File: config.mk
export PLATFORM = sky130hd
export DESIGN_NAME = hazard_fwd_unit_flat
export DESIGN_NICKNAME = d
export VERILOG_FILES = /design/src/rtl/hazard_fwd_unit_pkg.sv /design/src/rtl/hazard_fwd_unit_if.sv /design/src/rtl/hazard_fwd_unit_fwd_mux.sv /design/src/rtl/hazard_fwd_unit.sv /design/src/flat_wrapper.sv
export SDC_FILE = /design/constraint.sdc
export NUM_CORES = 1
export LEC_CHECK = 0
export CAP_MARGIN = 20
export CELL_PAD_IN_SITES_DETAIL_PLACEMENT = 2
export CELL_PAD_IN_SITES_GLOBAL_PLACEMENT = 2
export CORE_UTILIZATION = 17
export CTS_CLUSTER_SIZE = 14
export DETAILED_ROUTE_END_ITERATION = 10
export PLACE_DENSITY = 0.85
export REMOVE_ABC_BUFFERS = 1
export SKIP_LAST_GASP = 1
export SYNTH_ARGS = -nofsm -noshare
export SYNTH_HDL_FRONTEND = slang
export SYNTH_SLANG_ARGS = --single-unit
File: constraint.sdc
create_clock -name clk -period 2.85 [get_ports clk]
set_input_delay 0.57 -clock clk [delete_from_list [all_inputs] [get_ports clk]]
set_output_delay 0.57 -clock clk [all_outputs]
set_load 0.02 [all_outputs]
File: src/rtl/hazard_fwd_unit_pkg.sv
// Shared constants for the forwarding / hazard unit.
// Source index FWD_SRC_MEM is the youngest write-back source (EX/MEM); higher
// indices are progressively older stages.
package hazard_fwd_unit_pkg;

   localparam int FWD_SRC_MEM   = 0;
   localparam int CSR_ADDR_W    = 12;
   localparam int REG_ZERO_ADDR = 0;
   localparam int STALL_CNT_W   = 32;
   localparam int LD_CNT_W      = 3;

   localparam logic [STALL_CNT_W-1:0] STALL_CNT_MAX = '1;

endpackage

File: src/rtl/hazard_fwd_unit_if.sv
// Forwarding bus between the pipeline and the hazard unit: write-back sources,
// regfile read ports and the bypassed operands coming back.
interface hazard_fwd_unit_if #(
   parameter int XLEN    = 32,
   parameter int RA_W    = 5,
   parameter int NUM_RD  = 2,
   parameter int NUM_SRC = 2
);

   logic [NUM_SRC-1:0]      fwd_req_i;
   logic [NUM_SRC*RA_W-1:0] fwd_addr_i;
   logic [NUM_SRC*XLEN-1:0] fwd_data_i;
   logic [NUM_RD-1:0]       rd_use_i;
   logic [NUM_RD*RA_W-1:0]  rd_addr_i;
   logic [NUM_RD*XLEN-1:0]  rd_data_i;
   logic [NUM_RD*XLEN-1:0]  rd_data_o;

   modport master (
      output fwd_req_i, fwd_addr_i, fwd_data_i, rd_use_i, rd_addr_i, rd_data_i,
      input  rd_data_o
   );

   modport slave (
      input  fwd_req_i, fwd_addr_i, fwd_data_i, rd_use_i, rd_addr_i, rd_data_i,
      output rd_data_o
   );

endinterface

File: src/rtl/hazard_fwd_unit_fwd_mux.sv
// One read port's bypass selector: picks the youngest write-back source whose
// destination matches the read address, otherwise the regfile value.
// Register x0 is never bypassed.
module hazard_fwd_unit_fwd_mux
   import hazard_fwd_unit_pkg::*;
#(
   parameter int XLEN    = 32,
   parameter int RA_W    = 5,
   parameter int NUM_SRC = 2
) (
   input  logic [NUM_SRC-1:0]      fwd_req_i,
   input  logic [NUM_SRC*RA_W-1:0] fwd_addr_i,
   input  logic [NUM_SRC*XLEN-1:0] fwd_data_i,
   input  logic [RA_W-1:0]         rd_addr_i,
   input  logic [XLEN-1:0]         rd_data_i,
   output logic [XLEN-1:0]         rd_data_o
);

   // Walk from oldest to youngest so the youngest matching source overrides.
   always_comb begin
      rd_data_o = rd_data_i;
      if (rd_addr_i != RA_W'(REG_ZERO_ADDR)) begin
         for (int s = NUM_SRC - 1; s >= FWD_SRC_MEM; s--) begin
            if (fwd_req_i[s] && (fwd_addr_i[s*RA_W +: RA_W] == rd_addr_i)) begin
               rd_data_o = fwd_data_i[s*XLEN +: XLEN];
            end
         end
      end
   end

endmodule

File: src/rtl/hazard_fwd_unit.sv
// Forwarding and hazard unit: per-port priority bypass, registered load
// scoreboard (busy bitmap + outstanding-load count) driving load-use / WAW /
// full stalls, a saturating stall-cycle counter and an optional CSR bypass.
// Optional feature macro: FWD_CSR_EN enables CSR write-to-read bypass.
module hazard_fwd_unit
   import hazard_fwd_unit_pkg::*;
#(
   parameter int XLEN    = 32,
   parameter int RA_W    = 5,
   parameter int NUM_RD  = 2,
   parameter int NUM_SRC = 2,
   parameter int MAX_LD  = 2
) (
   input  logic                   clk,
   input  logic                   rst_n,
   input  logic                   flush_i,
   hazard_fwd_unit_if.slave       bus,
   input  logic                   ld_issue_i,
   input  logic [RA_W-1:0]        ld_rd_i,
   input  logic                   ld_done_i,
   input  logic [RA_W-1:0]        ld_done_rd_i,
   output logic                   stall_o,
   output logic                   ld_full_o,
   output logic [STALL_CNT_W-1:0] stall_cnt_o,
   input  logic                   w_csr_req_i,
   input  logic [CSR_ADDR_W-1:0]  w_csr_addr_i,
   input  logic [XLEN-1:0]        w_csr_data_i,
   input  logic [CSR_ADDR_W-1:0]  r_csr_addr_i,
   input  logic [XLEN-1:0]        r_csr_data_i,
   output logic [XLEN-1:0]        r_csr_data_o
);

   localparam int NREG = 2 ** RA_W;

   logic [NREG-1:0]        busy_q, busy_d;
   logic [LD_CNT_W-1:0]    ld_cnt_q, ld_cnt_d;
   logic [STALL_CNT_W-1:0] stall_cnt_q, stall_cnt_d;
   logic [NUM_RD-1:0]      use_hazard;
   logic                   waw_hazard;
   logic                   done_ok;
   logic                   issue_ok;

   for (genvar p = 0; p < NUM_RD; p++) begin : g_port
      hazard_fwd_unit_fwd_mux #(
         .XLEN    (XLEN),
         .RA_W    (RA_W),
         .NUM_SRC (NUM_SRC)
      ) u_fwd_mux (
         .fwd_req_i  (bus.fwd_req_i),
         .fwd_addr_i (bus.fwd_addr_i),
         .fwd_data_i (bus.fwd_data_i),
         .rd_addr_i  (bus.rd_addr_i[p*RA_W +: RA_W]),
         .rd_data_i  (bus.rd_data_i[p*XLEN +: XLEN]),
         .rd_data_o  (bus.rd_data_o[p*XLEN +: XLEN])
      );
   end

   assign ld_full_o = (ld_cnt_q == LD_CNT_W'(MAX_LD));

   // Hazard detection: a busy source or destination only stalls when its load is not returning right now.
   always_comb begin
      for (int p = 0; p < NUM_RD; p++) begin
         use_hazard[p] = bus.rd_use_i[p]
                      && (bus.rd_addr_i[p*RA_W +: RA_W] != RA_W'(REG_ZERO_ADDR))
                      && busy_q[bus.rd_addr_i[p*RA_W +: RA_W]]
                      && !(ld_done_i && (ld_done_rd_i == bus.rd_addr_i[p*RA_W +: RA_W]));
      end
      waw_hazard = ld_issue_i
                && (ld_rd_i != RA_W'(REG_ZERO_ADDR))
                && busy_q[ld_rd_i]
                && !(ld_done_i && (ld_done_rd_i == ld_rd_i));
      stall_o    = (|use_hazard) || waw_hazard || (ld_issue_i && ld_full_o);
      done_ok    = ld_done_i && (ld_cnt_q != '0);
      issue_ok   = ld_issue_i && !waw_hazard && (!ld_full_o || done_ok);
   end

   // Scoreboard next state: completion clears first so a same-register issue keeps the bit set.
   always_comb begin
      busy_d   = busy_q;
      ld_cnt_d = ld_cnt_q + {{(LD_CNT_W-1){1'b0}}, issue_ok} - {{(LD_CNT_W-1){1'b0}}, done_ok};
      if (done_ok) begin
         busy_d[ld_done_rd_i] = 1'b0;
      end
      if (issue_ok && (ld_rd_i != RA_W'(REG_ZERO_ADDR))) begin
         busy_d[ld_rd_i] = 1'b1;
      end
      busy_d[REG_ZERO_ADDR] = 1'b0;
      if (flush_i) begin
         busy_d   = '0;
         ld_cnt_d = '0;
      end
   end

   // Stall counter saturates rather than wrapping; flush does not touch it.
   always_comb begin
      stall_cnt_d = stall_cnt_q;
      if (stall_o && (stall_cnt_q != STALL_CNT_MAX)) begin
         stall_cnt_d = stall_cnt_q + STALL_CNT_W'(1);
      end
   end

   // State registers.
   always_ff @(posedge clk or negedge rst_n) begin
      if (!rst_n) begin
         busy_q      <= '0;
         ld_cnt_q    <= '0;
         stall_cnt_q <= '0;
      end else begin
         busy_q      <= busy_d;
         ld_cnt_q    <= ld_cnt_d;
         stall_cnt_q <= stall_cnt_d;
      end
   end

   assign stall_cnt_o = stall_cnt_q;

`ifdef FWD_CSR_EN
   // A CSR write in flight this cycle supersedes the CSR file's stale read value.
   always_comb begin
      r_csr_data_o = r_csr_data_i;
      if (w_csr_req_i && (w_csr_addr_i == r_csr_addr_i)) begin
         r_csr_data_o = w_csr_data_i;
      end
   end
`else
   logic unused_csr;
   assign unused_csr   = ^{w_csr_req_i, w_csr_addr_i, w_csr_data_i, r_csr_addr_i};
   assign r_csr_data_o = r_csr_data_i;
`endif

endmodule

File: src/flat_wrapper.sv
// flat-port wrapper written by rule: the top's interface ports become plain ports
module hazard_fwd_unit_flat import hazard_fwd_unit_pkg::*;
#(
   parameter int XLEN    = 32,
   parameter int RA_W    = 5,
   parameter int NUM_RD  = 2,
   parameter int NUM_SRC = 2,
   parameter int MAX_LD  = 2
)
  (clk, rst_n, flush_i, ld_issue_i, ld_rd_i, ld_done_i, ld_done_rd_i, stall_o, ld_full_o, stall_cnt_o, w_csr_req_i, w_csr_addr_i, w_csr_data_i, r_csr_addr_i, r_csr_data_i, r_csr_data_o, bus_fwd_req_i, bus_fwd_addr_i, bus_fwd_data_i, bus_rd_use_i, bus_rd_addr_i, bus_rd_data_i, bus_rd_data_o);
  hazard_fwd_unit_if #(.XLEN(XLEN), .RA_W(RA_W), .NUM_RD(NUM_RD), .NUM_SRC(NUM_SRC)) bus_i ();
  input  logic clk;
  input  logic rst_n;
  input  logic flush_i;
  input  logic ld_issue_i;
  input  logic [RA_W-1:0] ld_rd_i;
  input  logic ld_done_i;
  input  logic [RA_W-1:0] ld_done_rd_i;
  output logic stall_o;
  output logic ld_full_o;
  output logic [STALL_CNT_W-1:0] stall_cnt_o;
  input  logic w_csr_req_i;
  input  logic [CSR_ADDR_W-1:0] w_csr_addr_i;
  input  logic [XLEN-1:0] w_csr_data_i;
  input  logic [CSR_ADDR_W-1:0] r_csr_addr_i;
  input  logic [XLEN-1:0] r_csr_data_i;
  output logic [XLEN-1:0] r_csr_data_o;
  input wire logic [$bits(bus_i.fwd_req_i)-1:0] bus_fwd_req_i;
  input wire logic [$bits(bus_i.fwd_addr_i)-1:0] bus_fwd_addr_i;
  input wire logic [$bits(bus_i.fwd_data_i)-1:0] bus_fwd_data_i;
  input wire logic [$bits(bus_i.rd_use_i)-1:0] bus_rd_use_i;
  input wire logic [$bits(bus_i.rd_addr_i)-1:0] bus_rd_addr_i;
  input wire logic [$bits(bus_i.rd_data_i)-1:0] bus_rd_data_i;
  output wire logic [$bits(bus_i.rd_data_o)-1:0] bus_rd_data_o;
  assign bus_i.fwd_req_i = bus_fwd_req_i;
  assign bus_i.fwd_addr_i = bus_fwd_addr_i;
  assign bus_i.fwd_data_i = bus_fwd_data_i;
  assign bus_i.rd_use_i = bus_rd_use_i;
  assign bus_i.rd_addr_i = bus_rd_addr_i;
  assign bus_i.rd_data_i = bus_rd_data_i;
  assign bus_rd_data_o = bus_i.rd_data_o;
  hazard_fwd_unit #(.XLEN(XLEN), .RA_W(RA_W), .NUM_RD(NUM_RD), .NUM_SRC(NUM_SRC), .MAX_LD(MAX_LD)) u_core (.clk(clk), .rst_n(rst_n), .flush_i(flush_i), .bus(bus_i), .ld_issue_i(ld_issue_i), .ld_rd_i(ld_rd_i), .ld_done_i(ld_done_i), .ld_done_rd_i(ld_done_rd_i), .stall_o(stall_o), .ld_full_o(ld_full_o), .stall_cnt_o(stall_cnt_o), .w_csr_req_i(w_csr_req_i), .w_csr_addr_i(w_csr_addr_i), .w_csr_data_i(w_csr_data_i), .r_csr_addr_i(r_csr_addr_i), .r_csr_data_i(r_csr_data_i), .r_csr_data_o(r_csr_data_o));
endmodule
Word level (Yosys, flattened, before mapping)
Cells that the tools add are included.
- register bits: 67
- output and inout bits: 130
- add/sub/neg operators: 3
- $lt $le $gt $ge: 6
- equality and inequality tests: 9
- muxes and demuxes: 20
- bitwise gates (word level): 3
- reduce and logical (&&, ||, !) cells: 37
- operator list (operator ; number):
    32-bit 2-to-1 mux ; 9
    5-bit == test ; 7
    32-bit by 1-bit adder with 32-bit output (second input constant) ; 1
    32-bit bitwise AND ; 1
    32-bit != test (second input constant) ; 1
    32-bit NOT ; 1
    32-bit bitwise OR ; 1
    1-bit logical AND ; 24
    5-bit by 6-bit < comparator with 1-bit output (second input constant) ; 4
    1-bit binary-select mux with 5-bit select ; 3
    5-bit nonzero test ; 3
    1-bit demux with 5-bit select ; 2
    5-bit by 1-bit greater-or-equal comparator with 1-bit output (second input constant) ; 2
    1-bit zero test ; 5
    1-bit 2-to-1 mux ; 5
    3-bit by 1-bit adder with 3-bit output ; 1
    3-bit by 2-bit == test with 1-bit output (second input constant) ; 1
    1-bit logical OR ; 3
    3-bit 2-to-1 mux ; 1
    3-bit nonzero test ; 1
    3-bit by 1-bit subtractor with 3-bit output ; 1
    2-bit OR reduction ; 1

Depth between registers and ports, before layout
Gate-level depths: netlist of run 1.
- word-level depth: 10
- mapped depth: 13
- depth with buffers taken out: 10

By module
From an unflattened synthesis of run 1, not the netlist that was laid out.
- cell total of the unflattened synthesis: 680
- area total of the unflattened synthesis: 6491.2 µm²
- by module, submodules not included (module ; times used ; cells each ; area an instance (µm²) ; seq. area each (µm²)):
    hazard_fwd_unit ; 1 ; 484 ; 4647.0 ; 1651.6
    hazard_fwd_unit_fwd_mux ; 2 ; 98 ; 922.1 ; 0.0

Worst setup path before layout of run 1
No wires, ideal clock.
- kind: input-to-output
- start: in bus_rd_addr_i[1]
- end: out bus_rd_data_o[10]
- arrival time: 2.483 ns
- path slack: -0.203 ns
- stages: 8
- cell sequence: buf_1 xor2_1 nor4_1 nand3_1 a21boi_1 clkbuf_1 nor2_1 a21oi_1
- cells in the longest elaborated chain, start to end: 5
- elaborated cells on any way between the ends: 8
- those cells by class: eq/ne: 2; mux: 3; reduce/logical: 3
- ends and longest elaborated chain (element ; RTL line ; source):
    from (decl) ; flat_wrapper.sv:32 ; input wire logic [$bits(bus_i.rd_addr_i)-1:0] bus_rd_addr_i;
    5-bit == test ; hazard_fwd_unit_fwd_mux.sv:24 ; if (fwd_req_i[s] && (fwd_addr_i[s*RA_W +: RA_W] == rd_addr_i)) begin
    1-bit logical AND ; hazard_fwd_unit_fwd_mux.sv:24 ;
    32-bit 2-to-1 mux (2 in a row) ; hazard_fwd_unit_fwd_mux.sv:24 ;
    32-bit 2-to-1 mux * ; hazard_fwd_unit_fwd_mux.sv:22 ; if (rd_addr_i != RA_W'(REG_ZERO_ADDR)) begin
    to (decl) ; flat_wrapper.sv:34 ; output wire logic [$bits(bus_i.rd_data_o)-1:0] bus_rd_data_o;
Every way passes the cells marked *; elsewhere a longest branch is shown, timed or not.

Worst setup path in the final report of run 1
- start: in bus_fwd_addr_i[8]
- end: out bus_rd_data_o[28]
- cells in the longest elaborated chain, start to end: 5
- ends and longest elaborated chain (element ; RTL line ; source):
    from (decl) ; flat_wrapper.sv:29 ; input wire logic [$bits(bus_i.fwd_addr_i)-1:0] bus_fwd_addr_i;
    5-bit == test ; hazard_fwd_unit_fwd_mux.sv:24 ;
    1-bit logical AND ; hazard_fwd_unit_fwd_mux.sv:24 ;
    32-bit 2-to-1 mux (2 in a row) ; hazard_fwd_unit_fwd_mux.sv:24 ;
    32-bit 2-to-1 mux ; hazard_fwd_unit_fwd_mux.sv:22 ;
Every way passes these cells.

==> out/summary.txt, run 1 <==
Setup WS pre-CTS -> -1.156 ns
Post-layout min period -> 3.251 ns
CP Max Fanout -> 5
Relative slew margins -> 50.88%
# hold bufs at CTS -> 0
Largest cells by area after synthesis -> dfrtp_1 (28%), o22ai_1 (7.5%), a21oi_1 (5.7%)
First-pass DRT Iterations -> 4
Max-Cap Viols -> 0
Post-synth top area cell -> dfrtp_1
Area share of and/or/nand/nor cells after synthesis -> 21.82%
Share of synthesized registers carrying an async set or reset -> 100.0%
Status -> finished, violations left
Die Y -> 188.2 um
Vias -> 7884
Sequential-to-total area share from yosys stat -> 28.02%
Gr ovfl total -> 0
Pwr per Cell Area -> 327.3 nW/um^2
Worst reg-to-reg path cell count -> 10
Flop-to-flop setup slack -> -0.07 ns
Required @ worst endpoint -> 2.28 ns
Arr. time, crit path -> 2.68 ns
Root Driver -> clkbuf_16
Failing checks -> negative setup slack
Drt wl/cell -> 29.91 um
Worst setup EP type -> primary output
Post-synth EDFFs -> 0
Num CTS Buffers -> 9
Leading cell types in the layout, fill and taps excluded -> clkdlybuf4s50_1 (168), buf_4 (124), buf_6 (65), dfrtp_1 (65), o21ai_0 (49)
Setup violations, final -> 67
Compound-gate portion of the synthesized area -> 21.10%
Final ANT Viol Nets -> 0
Main combinational cell family by area after synthesis -> simple AND/OR/NAND/NOR gates
RSZ-0062 raised after global routing -> true
Count of input and output buffers -> 264
Final WS setup -> -0.4006 ns
Setup crit start -> bus_fwd_addr_i[8]
Final hold viol count -> 0
Synth cell types -> 55
Critical path class -> in2out
Final Cycle Share -> 114.1%
#FFs+latches synth -> 66
Die area -> 35420 sq um
Pleak -> 4.865 nW
Starting Density -> 17.45%
Clk_lat worst skew -> 0.34 ns
First-pass GRT wire length -> 61790 um
DRC -> 0
Synth Flop Type -> dfrtp_1
Fin nets -> 1339
Dpl hpwl -> 28450 um
Vias in the first global route -> 8933
Synth Area in Adders -> 0.9764%
Commonest non-fill, non-tap cell in the layout -> clkdlybuf4s50_1
Critical Path Source Type -> input port
Max VDD drop -> 0.4561 mV
Clock transition at path regs -> 0.06 ns
Synthesized area -> 5894 sq um
Max Root-Sink Buffers -> 2
Io pins -> 386
Layout cell share with drive strength beyond 1 -> 47.88%
Htree depth -> 3
Initial drt markers -> 393
Row cnt -> 67
Hold WC Path Type -> in2async
F_max -> 0.3076 GHz
WHS -> 0.2905 ns
Final wirelength -> 45980 um
Initial antenna violation count -> 8
Pin count of the biggest net entering global routing -> 39
Reg-to-Reg End -> u_core.ld_cnt_q[1]$_DFF_PN0_
Routed vias/inst -> 5.129
Sink Count -> 66
Core Area -> 33780 sq um
Area grow syn2layout -> 113.3%
Max Slew Vio Count -> 0
GPL Wtd Cong -> 0.9229
Xor and xnor area share after synthesis -> 10.10%
Total track usage -> 23.37%
Power, Total -> 4.116 mW
Die X -> 188.2 um
Post-synth top area share -> 28.02%
Mux share of post-synthesis cell area -> 9.404%
Avg Cell Area, Syn -> 8.097 sq um
Reg-to-reg critical path startpoint -> u_core.busy_q[19]$_DFF_PN0_
TritonCTS clock tree -> built
Finished Core Util -> 37.22%
Synth warnings -> 0
Clock Skews -> 0.006283 ns
Worst-margin pin slew -> 0.7369 ns
Syn Inst Count -> 728
how the worst max path moves through the flow:
| stage | end | slack [ns] | cells past startpoint |
|---|---|---|---|
| global placement | stall_o | -1.07 | 9 |
| global route | bus_rd_data_o[22] | -0.43 | 12 |
| finish | bus_rd_data_o[28] | -0.40 | 12 |
| detailed placement | bus_rd_data_o[22] | -1.16 | 9 |
| floorplan | bus_rd_data_o[0] | -1.16 | 6 |
| CTS | bus_rd_data_o[37] | -0.17 | 12 |
final cells by class:
cell class | count | area, sq um
Antenna cell | 5 | 12.51
Timing Repair Buffer | 430 | 4578
Fill cell | 3545 | 21210
Clock inverter | 7 | 68.82
Sequential cell | 66 | 1653
Inverter | 7 | 26.28
Tap cell | 448 | 560.5
Multi-Input combinational cell | 565 | 5450
Clock buffer | 9 | 225.2
kinds of logic (layout without fill, tap and decap cells):
kind of cell | Yosys count | in the layout
AND/OR/NAND/NOR | 248 | 248
other | 0 | 5
flip-flops | 66 | 66
AO/OA/AOI/OAI | 211 | 211
buffers and inverters | 97 | 453
adder cells (fa/ha/maj) | 4 | 4
XOR/XNOR | 68 | 68
multiplexers | 34 | 34
Yosys cell counts, drive strengths merged, types with 16 or more instances:
cell,instances
a21oi,67
buf,45
clkbuf,45
dfrtp,66
mux4,16
nand2,27
nand3,21
nand4,18
nor2,88
nor2b,28
o21ai,52
o22ai,71
xnor2,34
xor2,34
layer usage:
layer  wire length [um]  up-vias  global-route usage, %
met5                 58        -                 0.4121
met4               2519        8                  10.73
met3               3723      122                  5.997
met2              22370      425                  41.54
met1              17310     4003                  25.94
li1                   -     3326                      -
flip-flops by register name, summed over array words and instances, names as in the netlist:
name,count
u_core.stall_cnt_o,32
u_core.busy_q,31
u_core.ld_cnt_q,3
where the power goes:
part	switching, mW	total (mW)	internal, mW
logic	0.977	1.90	0.926
registers	0.0845	1.09	1.01
clock network	0.448	1.12	0.675
total	1.51	4.12	2.61
stage by stage:
stage	area, sq um	instances	setup TNS (ns)
final	12570	1537	-14.25
after global routing	12570	1536	-16.53
after CTS	11440	1531	-8.067
after detailed placement	9787	1483	-112.35
after global placement	9787	1483	-98.02
after floorplan	5415	638	-80.43
repair_timing:
item | CTS | global route
resized for setup | 566 | 263
cloned | 11 | 1
setup buffers | 23 | 10
endpoints found under the setup margin | 131 | 109
pin swaps | 54 | 68
worst max-delay path, stage by stage:
cell and delay [ns]:
clkdlybuf4s15_2 0.21, xor2_1 0.18, nor4_2 0.35, nand3_1 0.21, buf_6 0.17, a21boi_4 0.16
buf_12 0.15, buf_4 0.12, nor2_1 0.04, a21oi_1 0.18, buf_4 0.19, buf_6 0.12
Note: power is estimated with default switching activity, not from simulation.
==> inputs of run 2 (changes only) <==
--- a/config.mk
+++ b/config.mk
@@ -8,10 +8,13 @@
 export CAP_MARGIN = 20
 export CELL_PAD_IN_SITES_DETAIL_PLACEMENT = 2
 export CELL_PAD_IN_SITES_GLOBAL_PLACEMENT = 2
-export CORE_UTILIZATION = 17
+export CORE_AREA = 2 2 148 150
 export CTS_CLUSTER_SIZE = 14
 export DETAILED_ROUTE_END_ITERATION = 10
-export PLACE_DENSITY = 0.85
+export DIE_AREA = 0 0 150 152
+export DONT_BUFFER_PORTS = 1
+export GPL_TIMING_DRIVEN = 0
+export PLACE_DENSITY = 0.79
 export REMOVE_ABC_BUFFERS = 1
 export SKIP_LAST_GASP = 1
 export SYNTH_ARGS = -nofsm -noshare
==> out/summary.txt, run 2 (same netlist as run 1, synthesis figures left out) <==
Status -> finished, final reports clean
Max-Cap Viols -> 0
Io pins -> 386
Relative slew margins -> 51.88%
Max VDD drop -> 0.3896 mV
Arr. time, crit path -> 2.27 ns
Clk_lat worst skew -> 0.33 ns
Max Slew Vio Count -> 0
Vias in the first global route -> 6423
Max Root-Sink Buffers -> 2
Reg-to-reg critical path startpoint -> u_core.busy_q[18]$_DFF_PN0_
Worst setup EP type -> primary output
Die Y -> 152 um
First-pass DRT Iterations -> 5
First-pass GRT wire length -> 42950 um
Commonest non-fill, non-tap cell in the layout -> nor2_1
Post-route cell area -> 7047 sq um
Fillers -> 2366
Sink Count -> 66
Register area -> 1654 sq um
Pwr per Cell Area -> 434.9 nW/um^2
Layout cell share with drive strength beyond 1 -> 25.32%
Clock transition at path regs -> 0.06 ns
Root Driver -> clkbuf_16
Required @ worst endpoint -> 2.28 ns
GR Layer Usage met2 -> 41.81%
Num CTS Buffers -> 9
Number of flip-flops in the largest register -> 32
Initial drt markers -> 220
Grt peak-use layer -> met2
Clock Skews -> 0.007068 ns
Placed Instance Area -> 5896 sq um
Setup violations, final -> 0
Starting Density -> 27.61%
Dpl hpwl -> 20720 um
Row cnt -> 54
Routing usage on met3 -> 9.399%
Area occupied by multi-input gates -> 4318 sq um
Count of input and output buffers -> 0
Final ANT Viol Nets -> 0
Htree depth -> 3
Area grow syn2layout -> 19.55%
Setup crit start -> bus_rd_addr_i[1]
Critical Path Source Type -> input port
Hold WC Path Type -> in2async
Worst-margin pin slew -> 0.7219 ns
Critical path class -> in2out
Die area -> 22800 sq um
Vias -> 6021
Final wirelength -> 29840 um
Routed vias/inst -> 6.175
GPL Wtd Cong -> 0.8359
CP Max Fanout -> 12
Initial antenna violation count -> 0
Final Cycle Share -> 99.72%
Post-layout min period -> 2.842 ns
Core Area -> 21350 sq um
Fin nets -> 952
Final hold viol count -> 0
F_max -> 0.3519 GHz
Cell count after placement -> 924
Final cell count without fillers -> 975
Pin count of the biggest net entering global routing -> 67
Met1 layer usage reported by global route -> 29.23%
Gr ovfl total -> 0
DRC -> 0
RSZ-0062 raised after global routing -> true
Pleak -> 2.669 nW
ANT cells -> 0
Leading cell types in the layout, fill and taps excluded -> nor2_1 (87), o22ai_1 (69), dfrtp_1 (64)
Drt wl/cell -> 30.61 um
TritonCTS clock tree -> built
Die X -> 150 um
Total track usage -> 25.10%
run 2: final timing paths:
path / end / slack, ns / cells after the start
min: u_core.stall_cnt_o[28]$_DFFE_PN0P_ / 0.11 / 1
max in group asynchronous: u_core.stall_cnt_o[9]$_DFFE_PN0P_ / 2.43 / 1
max: bus_rd_data_o[22] / 0.008 / 8
min reg2reg: u_core.stall_cnt_o[8]$_DFFE_PN0P_ / 0.61 / 1
min in group clk: u_core.ld_cnt_q[2]$_DFF_PN0_ / 0.31 / 1
max reg2reg: u_core.ld_cnt_q[1]$_DFF_PN0_ / 0.09 / 9
run 2: metrics by stage:
stage          util, %  total power [mW]  setup slack, ns  TNS, ns  hold slack [ns]
2_1_floorplan        -             1.640           -1.162   -80.43           0.2744
3_3_place_gp     27.00             1.802           -3.238  -219.77           0.2756
3_5_place_dp     27.61             1.845           -1.458  -101.05           0.2757
4_1_cts          31.85             3.054         0.001535        0           0.1218
5_1_grt          33.01             3.213         -0.04688  -0.3206           0.1230
6_report         33.01             3.065         0.007933        0           0.1120
run 2: repair_timing:
| item | 4_1_cts | 5_1_grt |
|---|---|---|
| setup endpoints to repair | 112 | 93 |
| resized for setup | 71 | 43 |
| endpoints found under the hold margin | 66 | 0 |
| gates cloned | 4 | 0 |
| setup buffers | 24 | 8 |
| pin swaps | 14 | 18 |
| hold buffers | 1 | 0 |
run 2: layout make-up:
cell class,instances,area share (%)
Tap cell,280,4.972
Clock inverter,2,0.1776
Multi-Input combinational cell,569,61.27
Clock buffer,12,3.782
Timing Repair Buffer,39,5.948
Sequential cell,66,23.47
Inverter,7,0.3729
run 2: power by group:
part / internal [mW] / switching, mW / total (mW)
sequential: 1.00 / 0.154 / 1.16
clock: 0.649 / 0.421 / 1.07
combinational: 0.329 / 0.508 / 0.837
run 2: metal layers:
| layer | vias up | share of wire (%) |
|---|---|---|
| li1 | 2548 | - |
| met1 | 3098 | 38 |
| met2 | 309 | 48 |
| met3 | 66 | 9.7 |
| met4 | 0 | 4.0 |
| met5 | - | 0 |
run 2: worst max-delay path, stage by stage:
cell and delay, ns:
xor2_1 0.18, nor4_4 0.37, nand3_4 0.13, buf_4 0.20, a21boi_4 0.17, buf_12 0.15
nor2_1 0.05, a21oi_1 0.42
